<file path="config.mk">
export PLATFORM = sky130hd
export DESIGN_NAME = spi_master_mode0
export DESIGN_NICKNAME = d
export VERILOG_FILES = /design/src/rtl/spi_master_mode0.sv
export SDC_FILE = /design/constraint.sdc
export NUM_CORES = 1
export LEC_CHECK = 0
export ABC_CLOCK_PERIOD_IN_PS = 3250
export CAP_MARGIN = 15
export CORE_AREA = 5 5 81 83
export DETAILED_ROUTE_END_ITERATION = 8
export DIE_AREA = 0 0 86 88
export PLACE_DENSITY = 0.8
export SKIP_LAST_GASP = 1
export SYNTH_ARGS = -nofsm -noshare
export SYNTH_HDL_FRONTEND = slang
export SYNTH_SLANG_ARGS = --single-unit
</file>
<file path="constraint.sdc">
create_clock -name clk -period 3.25 [get_ports clk]
set_input_delay 0.65 -clock clk [delete_from_list [all_inputs] [get_ports clk]]
set_output_delay 0.65 -clock clk [all_outputs]
set_load 0.01 [all_outputs]
</file>
<file path="src/rtl/spi_master_mode0.sv">
// SPI mode 0 (CPOL=0, CPHA=0) master for the board's SPI slave peripherals.
// Frames are 1..2^LEN_W-1 bytes, MSB first. Bytes come in over a load/valid
// style interface to the local controller.
//
// Ports:
//   clk       system clock
//   rst       asynchronous active-high reset
//   start     one-cycle frame request, honoured only in IDLE with byte_num != 0
//   byte_num  frame length in bytes, sampled with start
//   tx_data   next byte to send, sampled at each load point
//   tx_load   pulse the cycle after tx_data was captured
//   rx_data   last received byte, held between updates
//   rx_vld    pulse coincident with an rx_data update
//   busy      high from the cycle after an accepted start until done
//   done      pulse at frame completion
//   scs0      chip select, active low
//   sclk      SPI clock, idles low
//   mosi      serial data out
//   miso      serial data in (asynchronous, synchronised internally)
//
// state | meaning
// IDLE  | chip select high, waiting for start
// SETUP | chip select low, first MOSI bit presented, sclk low
// SHIFT | 8*N bits, CLK_DIV cycles low then CLK_DIV cycles high per bit
// HOLD  | sclk low after the last falling edge, chip select still low
// GAP   | chip select high before done/next frame
module spi_master_mode0 #(
  parameter int CLK_DIV  = 4,
  parameter int CS_SETUP = 2,
  parameter int CS_HOLD  = 2,
  parameter int CS_GAP   = 4,
  parameter int LEN_W    = 8
) (
  input  logic             clk,
  input  logic             rst,
  input  logic             start,
  input  logic [LEN_W-1:0] byte_num,
  input  logic [7:0]       tx_data,
  output logic             tx_load,
  output logic [7:0]       rx_data,
  output logic             rx_vld,
  output logic             busy,
  output logic             done,
  output logic             scs0,
  output logic             sclk,
  output logic             mosi,
  input  logic             miso
);

  typedef enum logic [2:0] {IDLE, SETUP, SHIFT, HOLD, GAP} state_t;

  localparam int MAX_A = (CLK_DIV > CS_SETUP) ? CLK_DIV : CS_SETUP;
  localparam int MAX_B = (CS_HOLD > CS_GAP) ? CS_HOLD : CS_GAP;
  localparam int MAX_C = (MAX_A > MAX_B) ? MAX_A : MAX_B;
  localparam int CW    = $clog2(MAX_C + 1);

  localparam logic [CW-1:0] CNT_ONE  = CW'(1);
  localparam logic [CW-1:0] CNT_ZERO = '0;
  localparam logic [CW-1:0] DIV_LD   = CW'(CLK_DIV - 1);
  localparam logic [CW-1:0] SETUP_LD = CW'(CS_SETUP - 1);
  localparam logic [CW-1:0] HOLD_LD  = CW'(CS_HOLD - 1);
  // The done cycle itself is the last chip-select-high cycle, so GAP lasts
  // CS_GAP-1 cycles and a start in the done cycle still sees CS_GAP high cycles.
  localparam logic [CW-1:0] GAP_LD   = CW'((CS_GAP > 1) ? (CS_GAP - 2) : 0);
  localparam logic [LEN_W-1:0] BYTE_ONE = LEN_W'(1);

  state_t           state, state_n;
  logic [CW-1:0]    cnt, cnt_n;
  logic [2:0]       bit_idx, bit_idx_n;
  logic [LEN_W-1:0] byte_idx, byte_idx_n;
  logic [LEN_W-1:0] num_q, num_n;
  logic [6:0]       tx_sh, tx_sh_n;   // bits still to send after the one on mosi
  logic [6:0]       rx_sh, rx_sh_n;
  logic             miso_m, miso_s;
  logic [7:0]       rx_new;

  logic       tx_load_n, rx_vld_n, busy_n, done_n, scs0_n, sclk_n, mosi_n;
  logic [7:0] rx_data_n;

  assign rx_new = {rx_sh, miso_s};

  always_ff @(posedge clk or posedge rst) begin
    if (rst) begin
      miso_m <= 1'b0;
      miso_s <= 1'b0;
    end else begin
      miso_m <= miso;
      miso_s <= miso_m;
    end
  end

  always_ff @(posedge clk or posedge rst) begin
    if (rst) begin
      state    <= IDLE;
      cnt      <= '0;
      bit_idx  <= '0;
      byte_idx <= '0;
      num_q    <= '0;
      tx_sh    <= '0;
      rx_sh    <= '0;
      tx_load  <= 1'b0;
      rx_vld   <= 1'b0;
      rx_data  <= '0;
      busy     <= 1'b0;
      done     <= 1'b0;
      scs0     <= 1'b1;
      sclk     <= 1'b0;
      mosi     <= 1'b0;
    end else begin
      state    <= state_n;
      cnt      <= cnt_n;
      bit_idx  <= bit_idx_n;
      byte_idx <= byte_idx_n;
      num_q    <= num_n;
      tx_sh    <= tx_sh_n;
      rx_sh    <= rx_sh_n;
      tx_load  <= tx_load_n;
      rx_vld   <= rx_vld_n;
      rx_data  <= rx_data_n;
      busy     <= busy_n;
      done     <= done_n;
      scs0     <= scs0_n;
      sclk     <= sclk_n;
      mosi     <= mosi_n;
    end
  end

  always_comb begin
    state_n    = state;
    cnt_n      = cnt;
    bit_idx_n  = bit_idx;
    byte_idx_n = byte_idx;
    num_n      = num_q;
    tx_sh_n    = tx_sh;
    rx_sh_n    = rx_sh;
    rx_data_n  = rx_data;
    busy_n     = busy;
    scs0_n     = scs0;
    sclk_n     = sclk;
    mosi_n     = mosi;
    tx_load_n  = 1'b0;
    rx_vld_n   = 1'b0;
    done_n     = 1'b0;

    case (state)
      IDLE: begin
        if (start && (byte_num != '0)) begin
          state_n   = SETUP;
          cnt_n     = SETUP_LD;
          num_n     = byte_num;
          tx_sh_n   = tx_data[6:0];
          mosi_n    = tx_data[7];
          scs0_n    = 1'b0;
          busy_n    = 1'b1;
          tx_load_n = 1'b1;
        end
      end

      SETUP: begin
        if (cnt == CNT_ZERO) begin
          state_n    = SHIFT;
          cnt_n      = DIV_LD;
          bit_idx_n  = '0;
          byte_idx_n = '0;
        end else begin
          cnt_n = cnt - CNT_ONE;
        end
      end

      SHIFT: begin
        if (cnt != CNT_ZERO) begin
          cnt_n = cnt - CNT_ONE;
        end else if (!sclk) begin
          sclk_n = 1'b1;
          cnt_n  = DIV_LD;
        end else begin
          // Last cycle of the high phase: sample miso, then drop sclk and
          // advance mosi on the same edge.
          sclk_n  = 1'b0;
          cnt_n   = DIV_LD;
          rx_sh_n = rx_new[6:0];
          if (bit_idx == 3'd7) begin
            rx_data_n = rx_new;
            rx_vld_n  = 1'b1;
            bit_idx_n = '0;
            // Compare against the latched length so a full-scale byte_num
            // never relies on the index wrapping.
            if ((byte_idx + BYTE_ONE) == num_q) begin
              state_n = HOLD;
              cnt_n   = HOLD_LD;
            end else begin
              byte_idx_n = byte_idx + BYTE_ONE;
              tx_sh_n    = tx_data[6:0];
              mosi_n     = tx_data[7];
              tx_load_n  = 1'b1;
            end
          end else begin
            bit_idx_n = bit_idx + 3'd1;
            mosi_n    = tx_sh[6];
            tx_sh_n   = {tx_sh[5:0], 1'b0};
          end
        end
      end

      HOLD: begin
        if (cnt == CNT_ZERO) begin
          scs0_n = 1'b1;
          mosi_n = 1'b0;
          if (CS_GAP <= 1) begin
            state_n = IDLE;
            done_n  = 1'b1;
            busy_n  = 1'b0;
          end else begin
            state_n = GAP;
            cnt_n   = GAP_LD;
          end
        end else begin
          cnt_n = cnt - CNT_ONE;
        end
      end

      GAP: begin
        if (cnt == CNT_ZERO) begin
          state_n = IDLE;
          done_n  = 1'b1;
          busy_n  = 1'b0;
        end else begin
          cnt_n = cnt - CNT_ONE;
        end
      end

      default: state_n = IDLE;
    endcase
  end

endmodule

</file>
==> results by group, run 1 <==
STA
  • Final Hold Vio Count: 0
  • Period Utilization, post-route: 80.1%
  • Clock skew: about 0.0064 ns
  • Setup-failing EPs final: 0
  • RSZ-0062 raised after global routing: false
  • Slew Limit Fails: 0
  • Post-layout min period: between 2 and 3 ns
  • Max_slew headroom: 56.1%
  • Worst-Margin Slew: 0.657 ns
  • Fmax: slightly below 400 MHz
  • Total Neg Setup Slack: 0 ns

Clock network
  • Post-CTS Setup Bufs: 0
  • Post-cts sizing count: 0
  • TritonCTS Buffers: 5
  • Hold-fix buffers at CTS: 0
  • CTS Buffer Depth: 2
  • CTS tree: done
  • Root Driver: clkbuf_8
  • CTS H-Tree Depth: 2
  • Clk_lat worst skew: 0.32 ns
  • Worst-path clk slew: 0.10 ns
  • Clock Sinks: between 50 and 60

Global route
  • Total gr overflow: 0
  • First-pass GRT wire length: 10.2 mm
  • Initial antenna violation count: 0
  • Vias in the first global route: 2,136
  • Total GRT Usage: 16.7%
  • Largest net degree at the start of global routing: 34

Yosys
  • Sequential fraction of the synthesis area: 47.4%
  • Synth area leader: dfrtp_1
  • Post-synth net total: around 300
  • Post-Synthesis Cell Area: about 0.003 sq mm
  • Asr flop ratio synth: 100%
  • Synthesis-stage register bit count: 56
  • Cells after Synth: 274
  • YS warnings: 0
  • Post-synth cell types: 53
  • Ranking of synthesized cells by area: dfrtp_1 (47%), mux2_2 (13%), nand2_1 (2.9%)
  • Synth Flop Type: dfrtp_1
  • Avg Cell Area, Syn: 10.8 sq um
  • Number of synthesized flops with an enable pin: 0
  • Post-synth top area share: 46.6%

Critical path
  • FF-to-FF End: byte_idx[1]$_DFFE_PP0P_
  • WP data arrival: 2.80 ns
  • CP required: 3.44 ns
  • Reg2Reg Depth: 6
  • R2r startpoint: byte_idx[0]$_DFFE_PP0P_
  • Max Fanout on Critical Path: 10
  • Register-to-Register Setup Slack: 0.65 ns
  • Worst Setup Start Kind: flop
  • WS Path Type: flop to flop
  • CP Capture Type: flop

Route
  • Routed vias/inst: 5.64
  • Pre-antenna DRT Iters: 4
  • Wire length per cell: 15.0 um
  • DR vias: between 2,000 and 2,500
  • Initial drt markers: between 100 and 150
  • Met3 wire length: 213 um
  • DRC violations left: 0
  • Highest metal used: met4
  • DRT antenna net count: 0
  • Final WL: 5.66 mm
  • DRT met1 WL: roughly 2.6 mm
  • Routed wl met2: 2.74 mm

Power
  • Maximum vdd drop: 318 uV
  • Leakage power: around 1.5 nW
  • PwrDens: 337 mW/mm^2

Cells and area
  • ANT cells: 0
  • Area grow syn2layout: 15.9%
  • Fill cell count: 463
  • Fin cells: 378
  • NumNets Final: 327
  • Multi-input gate area: roughly 0.0014 sq mm
  • Reg area: 0.00140 sq mm
  • Ratio of cells with drive above 1 in the final layout: between 10% and 20%

Die
  • Initial core utilization: between 50% and 60%
  • Die Y: 88 um
  • FP Rows: 28
  • Die area: 0.00757 sq mm
  • I/O pins: 35
  • Core Footprint: ~0.0058 sq mm
  • Die width: between 80 and 90 um

Min path
  • Hold Path Stages: 0
  • Hold Startpoint: miso_m$_DFF_PP0_
  • Worst Hold Class: flop to flop
  • Hold Path End: miso_s$_DFF_PP0_

Placed design
  • GPL Wtd Cong: 0.862
  • Placed Cells: 370
  • Port buffer count: 34
  • Post-DP HPWL: 4.21 mm

Outcome
  • Status: completed

Flow run
  • MaxCap Viol Count: 0
## registers in the layout (all words and copies together) (netlist names), 3 cells and up
name,count
state,3
cnt,3
tx_sh,7
byte_idx,8
rx_data,8
num_q,8
rx_sh,7
bit_idx,3
## metal layers
| layer | track usage, % | up-vias |
|---|---|---|
| li1 | - | 1039 |
| met4 | 4.46 | 0 |
| met1 | 22.9 | 1046 |
| met5 | 0 | - |
| met2 | 27.0 | 39 |
| met3 | 3.67 | 8 |
## report_power, final
part           total (mW)  leakage (nW)  switching [mW]  internal (mW)
clock               0.406        0.0504           0.246          0.159
sequential          0.704         0.744         0.00317          0.701
combinational      0.0461         0.735          0.0202         0.0259
## through the flow
stage | setup slack [ns] | util, % | hold slack (ns) | power (mW) | cell area, sq um
final | 0.647 | 59.3 | 0.359 | 1.16 | 3430
after global routing | 0.459 | 59.3 | 0.386 | 1.20 | 3430
after CTS | 0.649 | 59.3 | 0.361 | 1.16 | 3430
after detailed placement | 0.369 | 57.6 | 0.347 | 0.765 | 3330
after global placement | 0.415 | 57.6 | 0.335 | 0.764 | 3330
after floorplan | 0.851 | - | 0.331 | 0.732 | 2960
## cell usage after synthesis, types with 2 or more instances
master     n
buf_6      3
o22ai_1    5
nor2b_1    3
dfrtp_1   55
nand2_1   23
and2_1     2
ha_1       5
o21ai_1    2
a31oi_1    5
inv_1      9
or4_1      2
buf_2      7
nand2b_1   6
xor2_1     2
o211ai_1   3
o21ai_0   16
a32o_1     2
a211o_1    2
clkbuf_1   8
and3_1     2
nor2_1    18
xnor2_1    9
a21oi_1    7
mux2_2    35
nand3_1    6
o31ai_1    5
o311ai_2   2
mux2_1     2
nor4b_4    2
nor4_1     2
or3_1      2
## cell usage in the layout, fill, tap and decap left out, drive strengths merged, types with 3 or more instances in the layout
cell type	instances
mux2	37
nor2	18
clkdlybuf4s50	34
o211ai	3
a31oi	6
inv	11
and3	3
a21oi	7
o21ai	18
dfrtp	55
ha	5
nor2b	3
xnor2	9
o31ai	5
nand2b	6
buf	6
o22ai	5
clkbuf	5
nand3	6
nand2	23
## worst max-delay path by stage
stage,from,end,slack [ns]
floorplan,byte_num[6],tx_sh[0]$_DFFE_PP0P_,0.85
global placement,byte_num[6],tx_sh[3]$_DFFE_PP0P_,0.42
detailed placement,byte_num[6],tx_sh[1]$_DFFE_PP0P_,0.37
CTS,byte_idx[0]$_DFFE_PP0P_,byte_idx[1]$_DFFE_PP0P_,0.65
global route,byte_idx[0]$_DFFE_PP0P_,byte_idx[0]$_DFFE_PP0P_,0.46
finish,byte_idx[0]$_DFFE_PP0P_,byte_idx[1]$_DFFE_PP0P_,0.65
## layout make-up
class,count,area share (%)
tap,75,2.74
multi-input combinational,190,41.3
clock buffer,5,2.01
inverter,9,0.986
timing repair buffer,40,11.2
clock inverter,3,0.730
sequential,56,40.9
## logic make-up after synthesis
logic type / after synthesis / share of synthesized area (%)
flip-flops: 56 / 47.4
AND/OR/NAND/NOR: 75 / 13.8
buffers and inverters: 28 / 4.65
AO/OA/AOI/OAI: 61 / 14.3
XOR/XNOR: 11 / 3.26
adder cells (fa/ha/maj): 5 / 2.12
multiplexers: 38 / 14.4
## worst max-delay path: stages, from the launching register on
cell and delay [ns]:
dfrtp_1 0.47, ha_1 0.40, a31oi_1 0.18, nor4b_4 0.33, nor4b_4 0.54, nand2b_1 0.42
o22ai_1 0.13
Power figures use the tool's default switching activity.
==> inputs of run 2 (changes only) <==
Settings changed: ABC_CLOCK_PERIOD_IN_PS 3250 to 2700.
Clock period 3.25 ns to 2.7 ns, I/O delays scaled along.
==> run 2 against run 1 <==
Effect of this change:
- count of clock-buffer cells in the layout unchanged
- highest routed layer unchanged
- worst setup slack got worse by 0.50 ns
- critical path depth increased by 1
- register-to-register slack got worse by 0.50 ns
- sequential cell count unchanged
- clock power increased by 17%
- sequential power increased by 20%
- total power increased by 19%
- worst hold slack got worse by 0.0012 ns
- non-clock buffer count increased by 4
- critical endpoint is now tx_sh[2]$_DFFE_PP0P_
==> results by group, run 2 (synthesized netlist as in run 1, its figures left out) <==
Route
  • Final WL: 5.82 mm
  • DR vias: 2,185
  • DRT antenna net count: 0
  • Routed wl met2: 2.91 mm
  • Wire length per cell: 15.2 um
  • Initial drt markers: 122
  • DRT met1 WL: 2.54 mm
  • Met3 wire length: 279 um
  • Pre-antenna DRT Iters: 4
  • DRC violations left: 0
  • Routed vias/inst: 5.72
  • Highest metal used: met4

Cells and area
  • Area grow syn2layout: 17.3%
  • NumNets Final: 331
  • ANT cells: 0
  • Reg area: 0.00140 sq mm
  • Fill cell count: 477
  • Post-route cell area: 0.00347 sq mm
  • Largest regs: byte_idx (8), num_q (8), rx_data (8)
  • Commonest cells after routing, fill and taps aside: dfrtp_1 (55), mux2_2 (35), clkdlybuf4s50_1 (34)
  • Multi-input gate area: 0.00142 sq mm
  • Ratio of cells with drive above 1 in the final layout: 20.2%
  • Commonest non-fill, non-tap cell in the layout: dfrtp_1
  • Final core occ: 60.0%

Die
  • Die Y: roughly 90 um
  • FP Rows: 28
  • Die area: 0.00757 sq mm
  • Die width: ~86 um
  • Initial core utilization: 51.1%
  • Core Footprint: 0.00578 sq mm
  • I/O pins: 35

Critical path
  • WP data arrival: 2.75 ns
  • Max Fanout on Critical Path: 10
  • CP Capture Type: flop
  • CP top delay family: simple AND/OR/NAND/NOR gates
  • CP required: 2.90 ns
  • CP max stage cell: dfrtp_1
  • CP cell instances: ha_1 -> and3b_1 -> or3_1 -> a31oi_2 -> nor2_1 -> a31o_2 -> mux2_1
  • CP max stage delay: between 0.4 and 0.5 ns
  • Reg2Reg Depth: 7
  • Worst Setup Start Kind: flop
  • WS Path Type: flop to flop
  • Worst Path Buf+Inv: 0
  • Levels on crit path: 7

Global route
  • Total gr overflow: 0
  • Initial antenna violation count: 0
  • Vias in the first global route: around 2,300
  • Total GRT Usage: 16.9%
  • First-pass GRT wire length: a little over 10 mm
  • Largest net degree at the start of global routing: 57

Clock network
  • Worst-path clk slew: 0.10 ns
  • CTS Buffer Depth: 2
  • CTS H-Tree Depth: 2
  • Clock Sinks: 56
  • Post-CTS Setup Bufs: 0
  • Clk_lat worst skew: 0.32 ns
  • Post-cts sizing count: 0
  • Root Driver: clkbuf_8
  • Hold-fix buffers at CTS: 0
  • TritonCTS Buffers: 5
  • CTS tree: done

STA
  • RSZ-0062 raised after global routing: false
  • Clock skew: 0.00957 ns
  • Slew Limit Fails: 0
  • Hold WS: 0.358 ns
  • Final Hold Vio Count: 0
  • Fmax: a little under 400 MHz
  • Max_slew headroom: roughly 55%
  • Period Utilization, post-route: about 94%
  • Setup-failing EPs final: 0
  • Worst-Margin Slew: roughly 0.68 ns
  • Post-layout min period: between 2 and 3 ns

Min path
  • Worst Hold Class: flop to flop
  • Hold Path Stages: 0

Power
  • Total power: 1.38 mW
  • Maximum vdd drop: 299 uV
  • PwrDens: 397 mW/mm^2
  • Leakage power: between 1.5 and 2 nW

Placed design
  • Port buffer count: 34
  • Placed Area: 0.00337 sq mm
  • Post-DP HPWL: 4.27 mm
  • GPL Wtd Cong: 0.857

Outcome
  • Status: completed

Flow run
  • MaxCap Viol Count: 0
run 2: per-stage QoR:
stage               worst slack, ns  setup TNS [ns]  instances
floorplan                     0.340               0        274
global route                0.00611               0        382
global placement            -0.0131         -0.0630        374
CTS                           0.138               0        382
finish                        0.149               0        382
detailed placement           -0.142          -0.945        374
run 2: power by group:
group          switching, mW  internal, mW  total [mW]
clock network          0.285         0.191       0.476
logic                 0.0245        0.0303      0.0548
registers            0.00347         0.843       0.847
total                  0.313          1.07        1.38
run 2: routing by layer:
layer	global-route usage [%]	vias to the layer above
li1	-	1049
met1	20.8	1068
met2	28.8	57
met3	3.39	11
met4	7.34	0
met5	0	-
run 2: cell type report:
cell class / count / area share [%]
clock buffer: 5 / 1.98
clock inverter: 3 / 0.721
sequential: 56 / 40.4
tap: 75 / 2.71
timing repair buffer: 44 / 12.3
multi-input combinational: 190 / 40.8
inverter: 9 / 0.974
run 2: final timing paths:
| kind | from | slack [ns] | endpoint |
|---|---|---|---|
| min | miso_m$_DFF_PP0_ | 0.36 | miso_s$_DFF_PP0_ |
| min in group asynchronous | rst | 0.72 | miso_m$_DFF_PP0_ |
| max in group asynchronous | rst | 1.53 | byte_idx[5]$_DFFE_PP0P_ |
| max | byte_idx[0]$_DFFE_PP0P_ | 0.15 | tx_sh[2]$_DFFE_PP0P_ |
| min reg2reg | miso_m$_DFF_PP0_ | 0.36 | miso_s$_DFF_PP0_ |
| max reg2reg | byte_idx[0]$_DFFE_PP0P_ | 0.15 | tx_sh[2]$_DFFE_PP0P_ |
